==> config.mk <==
export PLATFORM = sky130hd
export DESIGN_NAME = rx_ptp_buf_reader
export DESIGN_NICKNAME = d
export VERILOG_FILES = /design/src/rtl/rx_ptp_buf_reader.sv
export SDC_FILE = /design/constraint.sdc
export NUM_CORES = 1
export LEC_CHECK = 0
export CORE_ASPECT_RATIO = 0.9
export CORE_MARGIN = 3
export CORE_UTILIZATION = 50
export CTS_BUF_LIST = sky130_fd_sc_hd__clkbuf_8
export DETAILED_ROUTE_END_ITERATION = 10
export PLACE_DENSITY_LB_ADDON = 0.1
export SLEW_MARGIN = 10
export SYNTH_ARGS = -nofsm -noshare
export SYNTH_HDL_FRONTEND = slang
export SYNTH_SLANG_ARGS = --single-unit
==> constraint.sdc <==
create_clock -name bus2ip_clk -period 4.12 [get_ports bus2ip_clk]
set_input_delay 0.618 -clock bus2ip_clk [delete_from_list [all_inputs] [get_ports bus2ip_clk]]
set_output_delay 0.618 -clock bus2ip_clk [all_outputs]
set_load 0.1 [all_outputs]
==> src/rtl/rx_ptp_buf_reader.sv <==
// RX PTP buffer reader: drains one frame from the RX buffer over the
// on-chip bus and streams it to the PTP parser with backpressure.
module rx_ptp_buf_reader #(
    parameter logic [31:0] RX_BUF_BADDR = 32'h1000,
    parameter int          MAX_LEN      = 504
) (
    input  logic        bus2ip_clk,
    input  logic        bus2ip_rst,
    input  logic        ctrl_en_i,
    input  logic        frame_rdy_i,
    output logic [31:0] bus2ip_addr_o,
    output logic        bus2ip_rd_ce_o,
    input  logic [31:0] ip2bus_data_i,
    output logic [31:0] frm_data_o,
    output logic [3:0]  frm_be_o,
    output logic        frm_valid_o,
    output logic        frm_sop_o,
    output logic        frm_eop_o,
    output logic        frm_err_o,
    input  logic        frm_ready_i,
    output logic [15:0] drop_cnt_o,
    output logic [15:0] ovr_cnt_o,
    output logic        busy_o
);

    localparam logic [8:0] MAX_L = 9'(MAX_LEN);

    typedef enum logic [2:0] {
        IDLE,
        RD_LEN,
        CHK,
        RD_WORD,
        DRAIN
    } state_t;

    state_t     state;
    logic       pend;
    logic       ovr;
    logic [8:0] len;
    logic [6:0] words;
    logic [6:0] idx;
    logic       can_load;
    logic       eop_acc;
    logic       last;
    logic [3:0] last_be;
    logic [9:0] len_rnd;

    assign can_load = !frm_valid_o || frm_ready_i;
    assign eop_acc  = frm_valid_o && frm_eop_o && frm_ready_i;
    assign last     = (idx == words - 7'd1);
    assign busy_o   = (state != IDLE);
    assign len_rnd  = {1'b0, len} + 10'd3;

    always_comb begin
        unique case (len[1:0])
            2'd0:    last_be = 4'hF;
            2'd1:    last_be = 4'h1;
            2'd2:    last_be = 4'h3;
            default: last_be = 4'h7;
        endcase
    end

    // Bus read is combinational so the data lands in the same cycle.
    always_comb begin
        bus2ip_rd_ce_o = 1'b0;
        bus2ip_addr_o  = 32'h0;
        if (state == RD_LEN) begin
            bus2ip_rd_ce_o = 1'b1;
            bus2ip_addr_o  = RX_BUF_BADDR + 32'h200;
        end else if (state == RD_WORD && can_load) begin
            bus2ip_rd_ce_o = 1'b1;
            bus2ip_addr_o  = RX_BUF_BADDR + {23'h0, idx, 2'b00};
        end
    end

    always_ff @(posedge bus2ip_clk) begin
        if (bus2ip_rst) begin
            state       <= IDLE;
            pend        <= 1'b0;
            ovr         <= 1'b0;
            len         <= 9'h0;
            words       <= 7'h0;
            idx         <= 7'h0;
            frm_data_o  <= 32'h0;
            frm_be_o    <= 4'h0;
            frm_valid_o <= 1'b0;
            frm_sop_o   <= 1'b0;
            frm_eop_o   <= 1'b0;
            frm_err_o   <= 1'b0;
            drop_cnt_o  <= 16'h0;
            ovr_cnt_o   <= 16'h0;
        end else begin
            if (frame_rdy_i && ctrl_en_i)
                pend <= 1'b1;
            if (frame_rdy_i && (state == RD_WORD || state == DRAIN))
                ovr <= 1'b1;
            // A stalled EOP still learns about a late overwrite.
            if (frm_valid_o && frm_eop_o && !frm_ready_i && frame_rdy_i)
                frm_err_o <= 1'b1;
            if (eop_acc) begin
                ovr <= 1'b0;
                if ((ovr || frame_rdy_i) && ovr_cnt_o != 16'hFFFF)
                    ovr_cnt_o <= ovr_cnt_o + 16'd1;
            end
            if (frm_valid_o && frm_ready_i) begin
                frm_valid_o <= 1'b0;
                frm_sop_o   <= 1'b0;
                frm_eop_o   <= 1'b0;
                frm_err_o   <= 1'b0;
                frm_be_o    <= 4'h0;
                frm_data_o  <= 32'h0;
            end
            unique case (state)
                IDLE: begin
                    if (pend || (frame_rdy_i && ctrl_en_i)) begin
                        state <= RD_LEN;
                        pend  <= 1'b0;
                    end
                end
                RD_LEN: begin
                    len   <= ip2bus_data_i[8:0];
                    state <= CHK;
                end
                CHK: begin
                    if (len == 9'h0 || len > MAX_L) begin
                        if (drop_cnt_o != 16'hFFFF)
                            drop_cnt_o <= drop_cnt_o + 16'd1;
                        state <= IDLE;
                    end else begin
                        words <= len_rnd[8:2];
                        idx   <= 7'h0;
                        state <= RD_WORD;
                    end
                end
                RD_WORD: begin
                    if (can_load) begin
                        frm_data_o  <= ip2bus_data_i;
                        frm_valid_o <= 1'b1;
                        frm_sop_o   <= (idx == 7'h0);
                        frm_eop_o   <= last;
                        frm_be_o    <= last ? last_be : 4'hF;
                        frm_err_o   <= last && (ovr || frame_rdy_i);
                        idx         <= idx + 7'd1;
                        if (last)
                            state <= DRAIN;
                    end
                end
                DRAIN: begin
                    if (eop_acc)
                        state <= IDLE;
                end
                default: state <= IDLE;
            endcase
        end
    end

endmodule

Word level (Yosys, flattened, before mapping):

Index checks and enable logic that the tools add are counted.

* bits in registers: 100
* output and inout port bits: 106

* add/subtract/negate cells: 6
* order comparisons: 1
* equality and inequality tests: 14
* muxes and demuxes: 37
* bitwise gates (word level): 1
* reductions and logical operators: 29

Operators by type and width (number)
* 32-bit two-way mux: 3
* 16-bit by 1-bit adder with 16-bit output (second input constant): 2
* 16-bit != test (second input constant): 2
* 14-bit two-way mux: 2
* 1-bit two-way mux: 18
* 4-bit two-way mux: 4
* 3-bit case mux with 5 select lines: 1
* 13-bit by 9-bit adder with 14-bit output (first input constant): 1
* 7-bit two-way mux: 2
* 7-bit case mux with 2 select lines: 1
* 3-bit two-way mux: 4
* 4-bit case mux with 3 select lines: 1
* 1-bit logical AND: 10
* 2-bit != test (second input constant): 5
* 9-bit by 2-bit adder with 9-bit output (second input constant): 1
* 9-bit > comparator (second input constant): 1
* 9-bit logical NOT: 1
* 7-bit by 1-bit adder with 7-bit output (second input constant): 1
* 7-bit == test: 1
* 7-bit logical NOT: 1
* 7-bit by 1-bit subtractor with 7-bit output (second input constant): 1
* 3-bit by 2-bit == test with 1-bit output (second input constant): 2
* 3-bit AND reduction: 2
* 1-bit logical OR: 5
* other kinds (14): 16

Logic depth before layout (Yosys ltp):

Gate-level depths: netlist of run 1.

* depth after elaboration: 7
* mapped depth: 9
* mapped depth without buffers: 7

Worst setup path after synthesis of run 1:

Ideal clock, no wire load.

* path kind: register -> output
* from: reg frm_valid_o
* to: out bus2ip_addr_o[12]
* arrival: 2.820 ns
* slack: 0.682 ns
* stages on the path, launching flop included: 6
* cell sequence: dfxtp_1 -> nand2b_1 -> nand3_1 -> clkbuf_1 -> nand2_1 -> buf_4

* cells in the longest elaborated chain, start to end: 5

RTL lines
* from (decl): line 16 `output logic frm_valid_o,`
* from (signal assigned): line 86 `frm_valid_o <= 1'b0;`
* from (signal assigned): line 106 `frm_valid_o <= 1'b0;`
* from (signal assigned): line 138 `frm_valid_o <= 1'b1;`
* 1-bit logical NOT: line 48 `assign can_load = !frm_valid_o || frm_ready_i;`
* 1-bit logical OR: line 48
* 1-bit logical AND: line 70 `end else if (state == RD_WORD && can_load) begin`
* 14-bit two-way mux: line 70
* 14-bit two-way mux: line 67 `if (state == RD_LEN) begin`
* to (decl): line 11 `output logic [31:0] bus2ip_addr_o,`

No other way between the ends.

Worst setup path after layout of run 1:

* from: reg state[0]
* to: out bus2ip_addr_o[9]

* cells in the longest elaborated chain, start to end: 4
* elaborated cells between the ends (all ways): 5
* classes of those cells: 2 x eq/ne; 2 x mux; 1 x reduce/logical

RTL lines
* from (decl): line 36 `state_t state;`
* from (signal assigned): line 78 `state <= IDLE;`
* from (signal assigned): line 116 `state <= RD_LEN;`
* from (signal assigned): line 122 `state <= CHK;`
* 3-bit by 2-bit == test with 1-bit output: line 70
* 1-bit logical AND: line 70
* 14-bit two-way mux: line 70
* 14-bit two-way mux (*): line 67

Mark *: on every way between the ends. The rest lies on a longest branch, timed or not.

==> key figures, run 1 <==
Floorplan
  – Die ar.: 0.0110 sq mm
  – CORE AREA: 0.00929 sq mm
  – Starting density of the core: 52.4%
  – Top-level I/O count: 143
  – Die Span Y: 99.6 um
  – Row Count: 33
  – Die width: 110 um

STA
  – Final Hold Viols: 0
  – Max-slew violation count: 0
  – Setup TNS: 0 ns
  – Slew headroom: 28.8%
  – Minimum clock period after layout: 3.23 ns
  – Endpoints failing setup: 0
  – Setup Skew: 0.00949 ns
  – Measured slew at the worst slew-check pin: 1.07 ns
  – Period utilization: 78.5%
  – Peak Freq: 309 MHz
  – Unrepaired setup endpoints after global routing: false

Route
  – Via/cell ratio: 5.44
  – Wire per inst: 14.6 um
  – ANT nets after route: 0
  – Pre-antenna DRT Iters: 4
  – # DRC: 0
  – Routed WL: 11.9 mm
  – DR iter-0 viols: 176
  – Vias: 4455

Logic synthesis
  – Top cells by area, synth: dfxtp_1 41%, a21oi_1 7.0%, nand2_1 6.0%, nand3_1 4.6%, xnor2_1 3.8%
  – Syn Area/Cell: 8.14 sq um
  – Area share of the largest cell type after synthesis: 41.1%
  – Post-Synth Simple-Gate Area: 26.3%
  – Synth Area in XOR/XNOR: 5.76%
  – Warnings, synthesis: 0
  – Mapped Area: 0.00487 sq mm
  – Post-Synth Adder-Cell Area: 2.06%
  – Post-synth top area cell: dfxtp_1
  – Post-synthesis sequential area ratio: 41.1%
  – Primary FF master, synth: dfxtp_1
  – Syn Inst Count: 598
  – Largest family of logic cells by synthesized area: simple AND/OR/NAND/NOR gates
  – Seq cells post-synth: 100
  – Post-synthesis compound-gate area fraction: 15.4%
  – EDFF count, synth: 0
  – Multiplexer share of the synthesized area: 1.34%
  – Post-synth ARST share: 0%
  – Synth cell types: 55

CTS
  – CTS tree: done
  – CTS max path bufs: 2
  – Clock network latency to the later pin of the worst-skew pair: 0.36 ns
  – CTS resizes: 0
  – Worst-path clk slew: 0.10 ns
  – Clock root cell: clkbuf_8
  – # hold bufs at CTS: 0
  – Setup bufs post-CTS: 0
  – CTS Sinks: 100
  – Htree depth: 3
  – CTS buffer count: 9

Setup path
  – Startpoint types: register
  – WP buf/inv: 2
  – Max incr delay on CP: 1.17 ns
  – R2R Setup Slk: 1.59 ns
  – CP Capture Type: primary output
  – Worst EP required: 3.50 ns
  – Worst path arrival time: 2.61 ns
  – CP Max Fanout: 11
  – Slowest CP cell: clkdlybuf4s50_1
  – CP cell instances: nand2_1, clkinv_1, clkdlybuf4s50_1
  – Cell family with most CP delay: buffers and inverters
  – WS Path Type: reg2out

Layout
  – Post-layout util: 67.8%
  – Final nets: 737
  – Share of layout cells above drive strength 1: 7.17%
  – Fill cells: 810
  – Multi-input gate area: 0.00258 sq mm
  – Sequential cell area: 0.00200 sq mm
  – P&R area growth vs syn: 29.4%
  – Ant. Diodes: 0

Placed design
  – Final HPWL DP: 8.25 mm
  – Final GP Congestion: 0.864
  – I/O Buffers: 119

Global routing
  – First-pass GRT wire length: 19.8 mm
  – Overall fraction of global-route tracks in use: 22.0%
  – Largest net degree at the start of global routing: 106
  – Total gr overflow: 0
  – Initial antenna violation count: 0
  – Vias in the first global route: 4256

Power and ir drop
  – Worst VDD drop: 0.183 mV
  – Seq pwr share: 50.4%
  – Sw Ratio: 33.3%
  – P_leak: 2.10 nW
  – Psw: 0.663 mW
  – Clk pwr share: 30.6%
  – Internal: 1.33 mW
  – Combinational Power Share: 19.1%
  – P per Cell Area: 316 mW/mm^2

Flow run
  – Max Cap Viol: 0

Run status
  – Status: complete, no violations

Worst hold path
  – Hold Crit Class: reg2reg
[layout by cell type (no fill, tap or decap), types with 9 or more instances in the layout]
cell type        synthesis  final
clkbuf_8                 0     10
nor3_1                  15     14
inv_1                   14     14
a211oi_1                10     10
buf_12                   0      9
dfxtp_1                100    100
nand4_1                 13     13
clkdlybuf4s50_1          0    109
conb_1                   1     23
xnor2_1                 21     21
a21oi_1                 68     68
xor2_1                  11     11
nor2_1                  42     42
nand3_1                 45     45
nand2_1                 78     78
[logic make-up (layout without fill, tap and decap cells)]
family / Yosys count / in the layout
and+or+nand+nor: 255 / 255
AOI/OAI and AO/OA: 118 / 118
DFF: 100 / 100
buffers and inverters: 78 / 155
xor gates and xnor gates: 32 / 32
adders and majority gates: 8 / 8
muxes: 6 / 6
other: 1 / 23
[cell type report]
cell class,instances,share of cell area [%]
multi-input combinational,442,40.9
sequential,100,31.8
timing repair buffer,124,20.9
tap,122,2.42
clock buffer,10,2.19
inverter,15,0.894
clock inverter,6,0.855
[cell usage after synthesis, types with 3 or more instances]
master / n
xor2_1: 11
nand3_1: 45
and2_1: 6
buf_2: 5
nor2b_1: 9
nor3_1: 15
a211oi_1: 10
a21oi_1: 68
nor2_1: 42
buf_4: 24
ha_1: 8
buf_1: 6
nand2_1: 78
clkbuf_1: 28
and4_1: 4
mux2_2: 4
and3_1: 6
or4_1: 8
dfxtp_1: 100
o2111ai_1: 3
nand4_1: 13
nor4_1: 8
nand2b_1: 5
a31o_2: 4
or3_1: 5
inv_1: 14
o31ai_1: 8
xnor2_1: 21
o21ai_0: 8
o31a_1: 5
[worst min-delay path, stage by stage, from the launching register on]
cell	delay, ns
dfxtp_1	0.32
nand3_1	0.06
a21oi_1	0.06
[layer usage]
layer  vias up  wire length [um]  global-route usage, %
met5         -                 0                      0
met4         0               184                   6.62
met3        14               708                   5.39
met2       128              5720                   36.1
met1      2085              5330                   28.4
li1       2228                 -                      -
[path summary, 6_finish.rpt]
| path | start | end | depth (start not counted) |
|---|---|---|---|
| max reg2reg | len[0] | drop_cnt_o[5] | 8 |
| min | frm_data_o[26] | frm_data_o[26] | 2 |
| max | state[0] | bus2ip_addr_o[9] | 3 |
| min reg2reg | frm_data_o[26] | frm_data_o[26] | 2 |
[state kept, by name, summed over array words and instances (netlist names)]
name	cells
idx	7
frm_err_o	1
ovr	1
frm_sop_o	1
len	9
pend	1
drop_cnt_o	16
words	7
state	3
ovr_cnt_o	16
frm_be_o	4
frm_eop_o	1
frm_data_o	32
frm_valid_o	1
[metrics by stage]
| stage | cells | worst slack [ns] | hold WS (ns) | area, sq um | total power [mW] |
|---|---|---|---|---|---|
| after floorplan | 620 | 0.682 | 0.446 | 4950 | 1.32 |
| after global placement | 803 | 1.32 | 0.443 | 6100 | 1.40 |
| after detailed placement | 803 | 1.25 | 0.459 | 6100 | 1.40 |
| after CTS | 819 | 0.843 | 0.472 | 6290 | 2.00 |
| after global routing | 819 | 0.698 | 0.490 | 6290 | 2.07 |
| final | 819 | 0.887 | 0.469 | 6290 | 1.99 |
[power groups by stage]
stage	Sequential (mW)	Clock, mW	Combinational (mW)
floorplan	1.05	0	0.277
global placement	1.02	0	0.372
detailed placement	1.02	0	0.377
CTS	1.00	0.623	0.378
global route	1.01	0.661	0.405
finish	1.00	0.608	0.379
Note: power is estimated with default switching activity, not from simulation.
==> run 2, diff against run 1 <==
--- a/config.mk
+++ b/config.mk
@@ -7,7 +7,7 @@
 export LEC_CHECK = 0
 export CORE_ASPECT_RATIO = 0.9
 export CORE_MARGIN = 3
-export CORE_UTILIZATION = 50
+export CORE_UTILIZATION = 49
 export CTS_BUF_LIST = sky130_fd_sc_hd__clkbuf_8
 export DETAILED_ROUTE_END_ITERATION = 10
 export PLACE_DENSITY_LB_ADDON = 0.1
==> constraint.sdc (replaced) <==
create_clock -name bus2ip_clk -period 3.15 [get_ports bus2ip_clk]
set_input_delay 0.4725 -clock bus2ip_clk [delete_from_list [all_inputs] [get_ports bus2ip_clk]]
set_output_delay 0.4725 -clock bus2ip_clk [all_outputs]
set_load 0.1 [all_outputs]
==> run 2 against run 1 <==
Global-route usage is 1.2 points lower. Clock power increased by 52%. Combinational power is 29% higher. Non-clock buffer count rose by 4. Cell count is 0.49% higher. Worst hold slack lost 0.0017 ns. Setup slack worse by 0.34 ns. Utilization is 1.8 points lower. Sequential cell count did not move. Critical path depth rose by 2. Register-to-register slack worse by 0.84 ns. Final area is 1.8% lower.
==> key figures, run 2 (same netlist as run 1, synthesis figures left out) <==
STA
  – Slew headroom: 35.6%
  – Max-slew violation count: 0
  – Measured slew at the worst slew-check pin: 0.963 ns
  – Setup Skew: 0.00962 ns
  – Period utilization: 82.7%
  – Setup TNS: 0 ns
  – Unrepaired setup endpoints after global routing: false
  – Endpoints failing setup: 0
  – Peak Freq: 384 MHz
  – Minimum clock period after layout: 2.60 ns
  – Final Hold Viols: 0

Layout
  – Sequential cell area: 0.00200 sq mm
  – Commonest non-fill, non-tap cell in the layout: dfxtp_1
  – Share of layout cells above drive strength 1: 18.3%
  – Fill cells: 826
  – Biggest register: frm_data_o
  – Final nets: 741
  – Post-layout util: 65.9%
  – Fin area: 0.00618 sq mm
  – Largest registers: frm_data_o: 32 flops, drop_cnt_o: 16 flops, ovr_cnt_o: 16 flops
  – Most frequent cells in the layout: 99 x dfxtp_1, 83 x buf_4, 78 x nand2_1
  – P&R area growth vs syn: 27.0%
  – Max reg flops: 32
  – Multi-input gate area: 0.00257 sq mm
  – Ant. Diodes: 0

Power and ir drop
  – Worst VDD drop: 0.312 mV
  – Psw: 0.809 mW
  – Total power: 2.73 mW
  – Seq pwr share: 48.1%
  – Clk pwr share: 34.0%
  – P per Cell Area: 441 mW/mm^2
  – P_leak: 2.29 nW
  – Internal: 1.92 mW
  – Sw Ratio: 29.7%
  – Combinational Power Share: 18.0%

Route
  – Wire per inst: 14.5 um
  – ANT nets after route: 0
  – Routed WL: 11.9 mm
  – Vias: 4476
  – Pre-antenna DRT Iters: 4
  – # DRC: 0
  – DR iter-0 viols: 200
  – Via/cell ratio: 5.44

Global routing
  – Total gr overflow: 0
  – Initial antenna violation count: 0
  – First-pass GRT wire length: 19.7 mm
  – Largest net degree at the start of global routing: 83
  – Overall fraction of global-route tracks in use: 20.8%
  – Vias in the first global route: 4238

Setup path
  – CP Max Fanout: 9
  – Startpoint types: primary input
  – Worst EP required: 2.68 ns
  – WS Path Type: in2out
  – Worst path arrival time: 2.13 ns
  – CP Capture Type: primary output

Floorplan
  – Top-level I/O count: 143
  – Die ar.: 0.0112 sq mm
  – Starting density of the core: 51.9%
  – Row Count: 33
  – CORE AREA: 0.00937 sq mm
  – Die Span Y: 101 um
  – Die width: 111 um

Placed design
  – Final HPWL DP: 8.33 mm
  – Placed instance area: 0.00595 sq mm
  – I/O Buffers: 119
  – Final GP Congestion: 0.807

CTS
  – Worst-path clk slew: 0.09 ns
  – Setup bufs post-CTS: 0
  – # hold bufs at CTS: 0
  – CTS max path bufs: 2
  – Htree depth: 3
  – CTS resizes: 0
  – CTS tree: done
  – Clock root cell: clkbuf_8
  – Clock network latency to the later pin of the worst-skew pair: 0.36 ns
  – CTS buffer count: 9
  – CTS Sinks: 100

Worst hold path
  – Hold Crit Class: reg2reg

Run status
  – Status: complete, no violations

Flow run
  – Max Cap Viol: 0
run 2: changes by cell type in the layout (fill, tap and decap cells not counted), sizes merged:
cell,previous run,this run
buf,15,92
inv,17,14
clkdlybuf4s50,109,36
clkinv,4,3
clkbuf,10,12
bufinv,0,2
run 2: layout make-up:
cell class	count	share of cell area, %
Clock buffer	12	2.67
Clock inverter	4	1.13
Inverter	15	0.911
Multi-Input combinational cell	442	41.6
Sequential cell	100	32.4
Tap cell	122	2.47
Timing Repair Buffer	128	18.8
run 2: worst max-delay path, stage by stage:
cell and delay (ns):
clkdlybuf4s50_1 0.53, nand2b_1 0.23, nand3_1 0.36, nand2_1 0.32
buf_12 0.21
run 2: path summary, 6_finish.rpt:
path | start | to | slack (ns) | depth (start not counted)
setup / recovery | frm_ready_i | bus2ip_rd_ce_o | 0.55 | 5
hold / removal | frm_be_o[0] | frm_be_o[0] | 0.47 | 2
setup reg to reg | words[0] | frm_be_o[3] | 0.75 | 7
hold reg to reg | frm_be_o[0] | frm_be_o[0] | 0.47 | 2
run 2: per-stage QoR:
step | worst slack (ns) | cells | hold WS [ns]
CTS | 0.536 | 823 | 0.468
detailed placement | 0.540 | 807 | 0.453
floorplan | 0.251 | 620 | 0.446
finish | 0.546 | 823 | 0.467
global placement | 0.587 | 807 | 0.446
global route | 0.416 | 823 | 0.490
run 2: per-layer routing:
layer / share of wire, % / routed length [um] / vias to the layer above / GRT usage [%]
met5: 0 / 0 / - / 0
met1: 45 / 5400 / 2117 / 26.6
met4: 0.80 / 95 / 0 / 5.89
met2: 48 / 5750 / 115 / 34.6
li1: - / - / 2233 / -
met3: 5.8 / 687 / 11 / 6.18
run 2: power groups by stage:
stage	sequential (mW)	clock, mW	combinational (mW)
final	1.31	0.926	0.490
after global routing	1.32	1.01	0.520
after floorplan	1.37	0	0.362
after global placement	1.34	0	0.484
after detailed placement	1.34	0	0.489
after CTS	1.31	0.957	0.491
